[config.mk]
export PLATFORM = sky130hd
export DESIGN_NAME = wf_window_animator
export DESIGN_NICKNAME = d
export VERILOG_FILES = /design/src/rtl/wf_window_animator_pkg.sv /design/src/rtl/wf_window_animator_axis.sv /design/src/rtl/wf_window_animator.sv
export SDC_FILE = /design/constraint.sdc
export NUM_CORES = 1
export LEC_CHECK = 0
export CORE_MARGIN = 2
export CORE_UTILIZATION = 50
export CTS_CLUSTER_SIZE = 30
export DETAILED_ROUTE_END_ITERATION = 8
export GPL_TIMING_DRIVEN = 0
export HOLD_SLACK_MARGIN = 0.12
export PLACE_DENSITY = 0.74
export SLEW_MARGIN = 20
export SYNTH_ARGS = -nofsm -noshare
export SYNTH_HDL_FRONTEND = slang
export SYNTH_SLANG_ARGS = --single-unit
[constraint.sdc]
create_clock -name clk -period 11.2 [get_ports clk]
set_clock_uncertainty 0.2 [all_clocks]
set_input_delay 2.24 -clock clk [delete_from_list [all_inputs] [get_ports clk]]
set_output_delay 2.24 -clock clk [all_outputs]
set_load 0.1 [all_outputs]
[src/rtl/wf_window_animator_pkg.sv]
// Shared constants and types for the waveform window animator and its
// neighbours (window-limits selector, renderer).
package wf_window_animator_pkg;

    localparam int X_W = 11;
    localparam int Y_W = 10;

    // Window shown out of reset
    localparam logic [X_W-1:0] DEF_START_X = 11'd380;
    localparam logic [X_W-1:0] DEF_END_X   = 11'd640;
    localparam logic [Y_W-1:0] DEF_START_Y = 10'd92;
    localparam logic [Y_W-1:0] DEF_END_Y   = 10'd452;

    // Full-screen window, also used by the selector
    localparam logic [X_W-1:0] FULL_START_X = 11'd88;
    localparam logic [X_W-1:0] FULL_END_X   = 11'd888;
    localparam logic [Y_W-1:0] FULL_START_Y = 10'd30;
    localparam logic [Y_W-1:0] FULL_END_Y   = 10'd512;

    typedef enum logic {
        ST_IDLE = 1'b0,
        ST_ANIM = 1'b1
    } anim_state_t;

endpackage

[src/rtl/wf_window_animator_axis.sv]
// Single-coordinate stepper: computes the next displayed value, moving the
// current value toward the target by at most STEP, landing exactly on the
// target when it is within reach.  Purely combinational; the register lives
// in the parent.
module wf_axis_stepper
    import wf_window_animator_pkg::*;
#(
    parameter int WIDTH = 11,
    parameter int STEP  = 8
) (
    input  logic             enable,
    input  logic [WIDTH-1:0] tgt,
    input  logic [WIDTH-1:0] cur_q,
    output logic [WIDTH-1:0] cur_d,
    output logic             at_target
);

    localparam logic signed [WIDTH:0] STEP_S = (WIDTH+1)'(STEP);
    localparam logic [WIDTH-1:0]      STEP_U = WIDTH'(STEP);

    logic signed [WIDTH:0] diff;

    // Clamp a move to +/-STEP; never overshoots so no wrap is possible
    function automatic logic [WIDTH-1:0] step_toward(
        input logic [WIDTH-1:0]  c,
        input logic [WIDTH-1:0]  t,
        input logic signed [WIDTH:0] d
    );
        if (d > STEP_S)
            return c + STEP_U;
        else if (d < -STEP_S)
            return c - STEP_U;
        else
            return t;
    endfunction

    // Signed distance to target and the resulting next value
    always_comb begin
        diff      = $signed({1'b0, tgt}) - $signed({1'b0, cur_q});
        at_target = (diff == '0);
        cur_d     = enable ? step_toward(cur_q, tgt, diff) : cur_q;
    end

endmodule

[src/rtl/wf_window_animator.sv]
// Moves the displayed waveform window toward the selector's target in fixed
// pixel steps, one step per FRAME_DIV accepted frame ticks, so zoom changes
// animate instead of jumping and never tear mid-frame.
module wf_window_animator
    import wf_window_animator_pkg::*;
#(
    parameter int STEP_X    = 8,
    parameter int STEP_Y    = 6,
    parameter int FRAME_DIV = 1
) (
    input  logic           clk,
    input  logic           rst,
    input  logic           frame_tick,
    input  logic           freeze,
    input  logic [X_W-1:0] tgt_start_x,
    input  logic [X_W-1:0] tgt_end_x,
    input  logic [Y_W-1:0] tgt_start_y,
    input  logic [Y_W-1:0] tgt_end_y,
    output logic [X_W-1:0] cur_start_x,
    output logic [X_W-1:0] cur_end_x,
    output logic [Y_W-1:0] cur_start_y,
    output logic [Y_W-1:0] cur_end_y,
    output logic           busy,
    output logic           settled
);

    localparam int              DIV_W    = (FRAME_DIV > 1) ? $clog2(FRAME_DIV) : 1;
    localparam logic [DIV_W-1:0] DIV_LAST = DIV_W'(FRAME_DIV - 1);

    anim_state_t      state_q, state_d;
    logic [DIV_W-1:0] div_cnt_q, div_cnt_d;
    logic             busy_q, busy_d;
    logic             settled_q, settled_d;
    logic             step_en;

    logic [X_W-1:0] cur_start_x_q, cur_start_x_d;
    logic [X_W-1:0] cur_end_x_q, cur_end_x_d;
    logic [Y_W-1:0] cur_start_y_q, cur_start_y_d;
    logic [Y_W-1:0] cur_end_y_q, cur_end_y_d;
    logic           at_sx, at_ex, at_sy, at_ey;
    logic           all_at;

    wf_axis_stepper #(.WIDTH(X_W), .STEP(STEP_X)) u_start_x (
        .enable(step_en), .tgt(tgt_start_x), .cur_q(cur_start_x_q),
        .cur_d(cur_start_x_d), .at_target(at_sx)
    );
    wf_axis_stepper #(.WIDTH(X_W), .STEP(STEP_X)) u_end_x (
        .enable(step_en), .tgt(tgt_end_x), .cur_q(cur_end_x_q),
        .cur_d(cur_end_x_d), .at_target(at_ex)
    );
    wf_axis_stepper #(.WIDTH(Y_W), .STEP(STEP_Y)) u_start_y (
        .enable(step_en), .tgt(tgt_start_y), .cur_q(cur_start_y_q),
        .cur_d(cur_start_y_d), .at_target(at_sy)
    );
    wf_axis_stepper #(.WIDTH(Y_W), .STEP(STEP_Y)) u_end_y (
        .enable(step_en), .tgt(tgt_end_y), .cur_q(cur_end_y_q),
        .cur_d(cur_end_y_d), .at_target(at_ey)
    );

    assign all_at = at_sx & at_ex & at_sy & at_ey;

    // FSM next state, frame divider and step enable; targets are live inputs
    always_comb begin
        state_d   = state_q;
        div_cnt_d = div_cnt_q;
        busy_d    = busy_q;
        settled_d = 1'b0;
        step_en   = 1'b0;
        case (state_q)
            ST_IDLE: begin
                // A tick on this cycle is deliberately not used for a step
                if (!all_at) begin
                    state_d = ST_ANIM;
                    busy_d  = 1'b1;
                end
            end
            ST_ANIM: begin
                if (all_at) begin
                    state_d   = ST_IDLE;
                    busy_d    = 1'b0;
                    settled_d = 1'b1;
                    div_cnt_d = '0;
                end else if (frame_tick && !freeze) begin
                    if (div_cnt_q == DIV_LAST) begin
                        div_cnt_d = '0;
                        step_en   = 1'b1;
                    end else begin
                        div_cnt_d = div_cnt_q + 1'b1;
                    end
                end
            end
        endcase
    end

    // State, divider, status flags and displayed window registers
    always_ff @(posedge clk or posedge rst) begin
        if (rst) begin
            state_q       <= ST_IDLE;
            div_cnt_q     <= '0;
            busy_q        <= 1'b0;
            settled_q     <= 1'b0;
            cur_start_x_q <= DEF_START_X;
            cur_end_x_q   <= DEF_END_X;
            cur_start_y_q <= DEF_START_Y;
            cur_end_y_q   <= DEF_END_Y;
        end else begin
            state_q       <= state_d;
            div_cnt_q     <= div_cnt_d;
            busy_q        <= busy_d;
            settled_q     <= settled_d;
            cur_start_x_q <= cur_start_x_d;
            cur_end_x_q   <= cur_end_x_d;
            cur_start_y_q <= cur_start_y_d;
            cur_end_y_q   <= cur_end_y_d;
        end
    end

    assign cur_start_x = cur_start_x_q;
    assign cur_end_x   = cur_end_x_q;
    assign cur_start_y = cur_start_y_q;
    assign cur_end_y   = cur_end_y_q;
    assign busy        = busy_q;
    assign settled     = settled_q;

endmodule

==> impl_results.md <==
* Die outline area at 12870 µm²
* Met1 Resource Use GR at 0.3761
* Detailed-route wire length at 18.49 mm
* Clock tree root driver cell: sky130_fd_sc_hd__clkbuf_16
* Final Net Count at 959
* Peak VDD IR at 0.0002248 V
* Number of buffers on the longest clock path at 2
* Antenna violations before repair at 0
* Min Clock Period, post-route at 6.331 ns
* Hold-fix buffer count after cts at 0
* Number of nets produced by synthesis at 862
* Port Buffers at 89
* Final Hold Viols at 0
* Arr. time, crit path at 6.29 ns
* Fraction of the cycle the final worst path needs at 0.5653
* Drt first-iter violations at 623
* Largest net degree at the start of global routing at 27
* Initial Utilization at 0.5177
* First element of the critical path: tgt_end_x[0]
* Peak Freq at 157.9 MHz
* # resized after CTS at 0
* Post-CTS setup repair buffer count at 0
* Maximum level of the CTS H-tree at 2
* Gr usage total at 0.2845
* GRT met3 Usage at 0.02976
* Hpwl dp at 14.64 mm
* Capture instance of the worst register-to-register path: cur_start_y[7]
* PD cells at 321.7 nW/µm²
* Minimum setup slack among reg-to-reg paths at 6.87 ns
* Drt pass-1 iters at 6
* Final Slew Violations at 0
* Final setup fails at 0
* Via count of the first global-routing pass at 6285
* Diodes inserted at 0
* Maximum fanout count along the critical path at 10
* Setup Crit Path Kind: in -> reg
* Core box area at 11560 µm²
* Leakage component of the power at 2.956 nW
* Source-to-sink clock delay at the later pin of the worst-skew pair at 0.30 ns
* Most common cell after layout, fill and taps aside: sky130_fd_sc_hd__clkdlybuf4s50_1
* Max-cap viol count at 0
* Count of flip-flops with a built-in enable after synthesis at 0
* Remaining max-slew budget at the tightest pin at 0.3381
* Congestion Overflow GR at 0
* Number of nets still failing antenna checks after routing at 0
* Mean area per synthesized cell at 7.867 µm²
* # fillers at 1051
* Netlist area before placement at 5987 µm²
* R2R depth at 14
* Worst min-delay path class: reg -> reg
* Total of flip-flops plus latches after synthesis at 45
* Placement row count at 39
* Dominant synthesized flop cell: sky130_fd_sc_hd__dfrtp_1
* Area Growth Syn to Fin at 20.71%
* Commonest cells after routing, fill and taps aside: sky130_fd_sc_hd__clkdlybuf4s50_1, sky130_fd_sc_hd__inv_1, sky130_fd_sc_hd__nor2_1, sky130_fd_sc_hd__ha_1, sky130_fd_sc_hd__nand3_1
* Post-route core utilization at 0.6249
* Cts bufs inserted at 5
* Unique cell type count in the Yosys netlist at 90
* Kind of capture point of the worst setup path: register
* Part of the Yosys area used for sequential elements at 0.1914
* Average wire length per cell after detail routing at 18.47 µm
* Die Width at 113.4 µm
* Post-route setup slack at 4.869 ns
* Worst setup SP type: input pin
* Global-route layer with the greatest usage: met2
* Clk slew on worst S/H paths at 0.06 ns
* Critical path data required time at 11.16 ns
* Average via count per standard cell at 6.527
* Transition time of the tightest slew-check pin at 0.9897 ns
* Overall power after layout at 2.325 mW
* Setup repair after global routing missed its margin: false
* Ys Warns at 0
* Setup_tns at 0 ns
* First-pass GRT wire length at 30.06 mm
* Die outline height at 113.4 µm
* Async SR Flop Fraction at 1.000
* Outcome: complete, no violations
* CP Capture Point: cur_start_y[7]
* WHS at 0.2964 ns
* Launching point of the worst reg2reg path: cur_start_x[5]
* Share of layout cells above drive strength 1 at 0.06876
* Global-route met2 utilization at 0.4739
* Cell count after synthesis at 761
* Residual DRC at 0
* Vias at 6534
* Final RePlAce weighted congestion at 0.9472
* TritonCTS clock tree: yes
* Count of boundary I/O pins at 90
* Setup slack after placement at 4.668 ns
* Sink count of the clock tree at 45
-- flip-flops by register name, summed over array words and instances, names as in the netlist --
name and flops:
cur_end_x 11, cur_start_x 11, cur_end_y 10, cur_start_y 10, busy 1, settled 1, state_q 1
-- worst max-delay path, cell delays in order --
cell	delay, ns
sky130_fd_sc_hd__clkdlybuf4s50_1	0.41
sky130_fd_sc_hd__inv_1	0.06
sky130_fd_sc_hd__ha_1	0.16
sky130_fd_sc_hd__inv_1	0.06
sky130_fd_sc_hd__fa_1	0.41
sky130_fd_sc_hd__a211oi_2	0.35
sky130_fd_sc_hd__o21ai_1	0.19
sky130_fd_sc_hd__a311oi_2	0.30
sky130_fd_sc_hd__xor2_1	0.27
sky130_fd_sc_hd__o2111a_2	0.31
sky130_fd_sc_hd__o211ai_1	0.10
sky130_fd_sc_hd__or4_1	0.52
sky130_fd_sc_hd__buf_2	0.17
sky130_fd_sc_hd__nand2_2	0.23
sky130_fd_sc_hd__buf_2	0.34
sky130_fd_sc_hd__o22ai_1	0.15
-- per-layer routing --
| layer | wire (µm) | vias up |
|---|---|---|
| met5 | 0 | - |
| met4 | 535 | 0 |
| met3 | 1195 | 51 |
| met2 | 8653 | 300 |
| met1 | 8101 | 3099 |
| li1 | - | 3084 |
-- report_power, final --
part	internal, mW	switching, mW	leakage [nW]
registers	0.243	0.0973	0.518
clock network	0.0878	0.0637	0.0700
logic	0.614	1.22	2.37
total	0.945	1.38	2.96
-- Yosys cell counts (4+ instances only) --
cell type / number / area share
sky130_fd_sc_hd__a211oi_1: 16 / 0.020
sky130_fd_sc_hd__a21oi_1: 35 / 0.029
sky130_fd_sc_hd__o22ai_1: 15 / 0.016
sky130_fd_sc_hd__a221oi_1: 10 / 0.015
sky130_fd_sc_hd__a211o_1: 7 / 0.010
sky130_fd_sc_hd__o21a_1: 9 / 0.011
sky130_fd_sc_hd__ha_1: 51 / 0.11
sky130_fd_sc_hd__and3_1: 9 / 0.0094
sky130_fd_sc_hd__nor2_1: 62 / 0.039
sky130_fd_sc_hd__a22oi_1: 4 / 0.0050
sky130_fd_sc_hd__nor3b_1: 9 / 0.011
sky130_fd_sc_hd__o221ai_1: 7 / 0.010
sky130_fd_sc_hd__nor3_1: 39 / 0.033
sky130_fd_sc_hd__a21o_1: 15 / 0.019
sky130_fd_sc_hd__buf_6: 4 / 0.0075
sky130_fd_sc_hd__o21ai_1: 6 / 0.0050
sky130_fd_sc_hd__a31oi_1: 8 / 0.0084
sky130_fd_sc_hd__nand4_1: 11 / 0.011
sky130_fd_sc_hd__inv_1: 66 / 0.041
sky130_fd_sc_hd__xor2_1: 12 / 0.018
sky130_fd_sc_hd__o21ai_0: 31 / 0.026
sky130_fd_sc_hd__nor4_1: 7 / 0.0073
sky130_fd_sc_hd__or2_2: 5 / 0.0052
sky130_fd_sc_hd__o31ai_1: 4 / 0.0050
sky130_fd_sc_hd__o211ai_1: 7 / 0.0088
sky130_fd_sc_hd__fa_1: 4 / 0.013
sky130_fd_sc_hd__nor2b_1: 10 / 0.010
sky130_fd_sc_hd__mux2_1: 7 / 0.013
sky130_fd_sc_hd__a32o_1: 7 / 0.012
sky130_fd_sc_hd__a221o_1: 4 / 0.0067
sky130_fd_sc_hd__dfrtp_1: 29 / 0.12
sky130_fd_sc_hd__dfstp_2: 16 / 0.070
sky130_fd_sc_hd__a2111oi_0: 4 / 0.0059
sky130_fd_sc_hd__mux2i_1: 6 / 0.010
sky130_fd_sc_hd__nand2b_1: 14 / 0.015
sky130_fd_sc_hd__xnor2_1: 28 / 0.041
sky130_fd_sc_hd__a2bb2oi_1: 6 / 0.0088
sky130_fd_sc_hd__nand3_1: 41 / 0.034
sky130_fd_sc_hd__clkbuf_1: 18 / 0.011
sky130_fd_sc_hd__nand2_1: 31 / 0.019
sky130_fd_sc_hd__o32ai_1: 4 / 0.0059
sky130_fd_sc_hd__buf_2: 6 / 0.0050
-- cell families after synthesis --
logic type / after synthesis / share of synthesized area
flops: 45 / 0.1914
compound gates: 249 / 0.3101
buf+inv: 98 / 0.06917
fa+ha+maj: 55 / 0.1200
mux: 15 / 0.02696
xor+xnor: 40 / 0.05852
simple gates: 259 / 0.2238
-- metrics by stage --
| stage | cell area (µm²) | cells |
|---|---|---|
| finish | 7227 | 1001 |
| floorplan | 5987 | 761 |
| CTS | 7227 | 1001 |
| global placement | 7057 | 993 |
| global route | 7227 | 1001 |
| detailed placement | 7084 | 994 |
-- layout make-up --
cell class / count / area, µm² / share of cell area
Buffer: 30 / 153.9 / 0.02130
Clock buffer: 7 / 142.6 / 0.01974
Inverter: 68 / 260.3 / 0.03601
Multi-Input combinational cell: 618 / 4427 / 0.6125
Sequential cell: 45 / 1146 / 0.1586
Tap cell: 143 / 178.9 / 0.02476
Timing Repair Buffer: 90 / 918.4 / 0.1271
-- worst min path at each step --
stage / startpoint / end / slack [ns] / cells past startpoint
finish: state_q / busy / 0.30 / 1
global route: state_q / busy / 0.32 / 1
CTS: state_q / busy / 0.29 / 1
detailed placement: state_q / busy / 0.28 / 1
global placement: state_q / busy / 0.27 / 1
floorplan: state_q / busy / 0.25 / 1
Note: power is estimated with default switching activity, not from simulation.
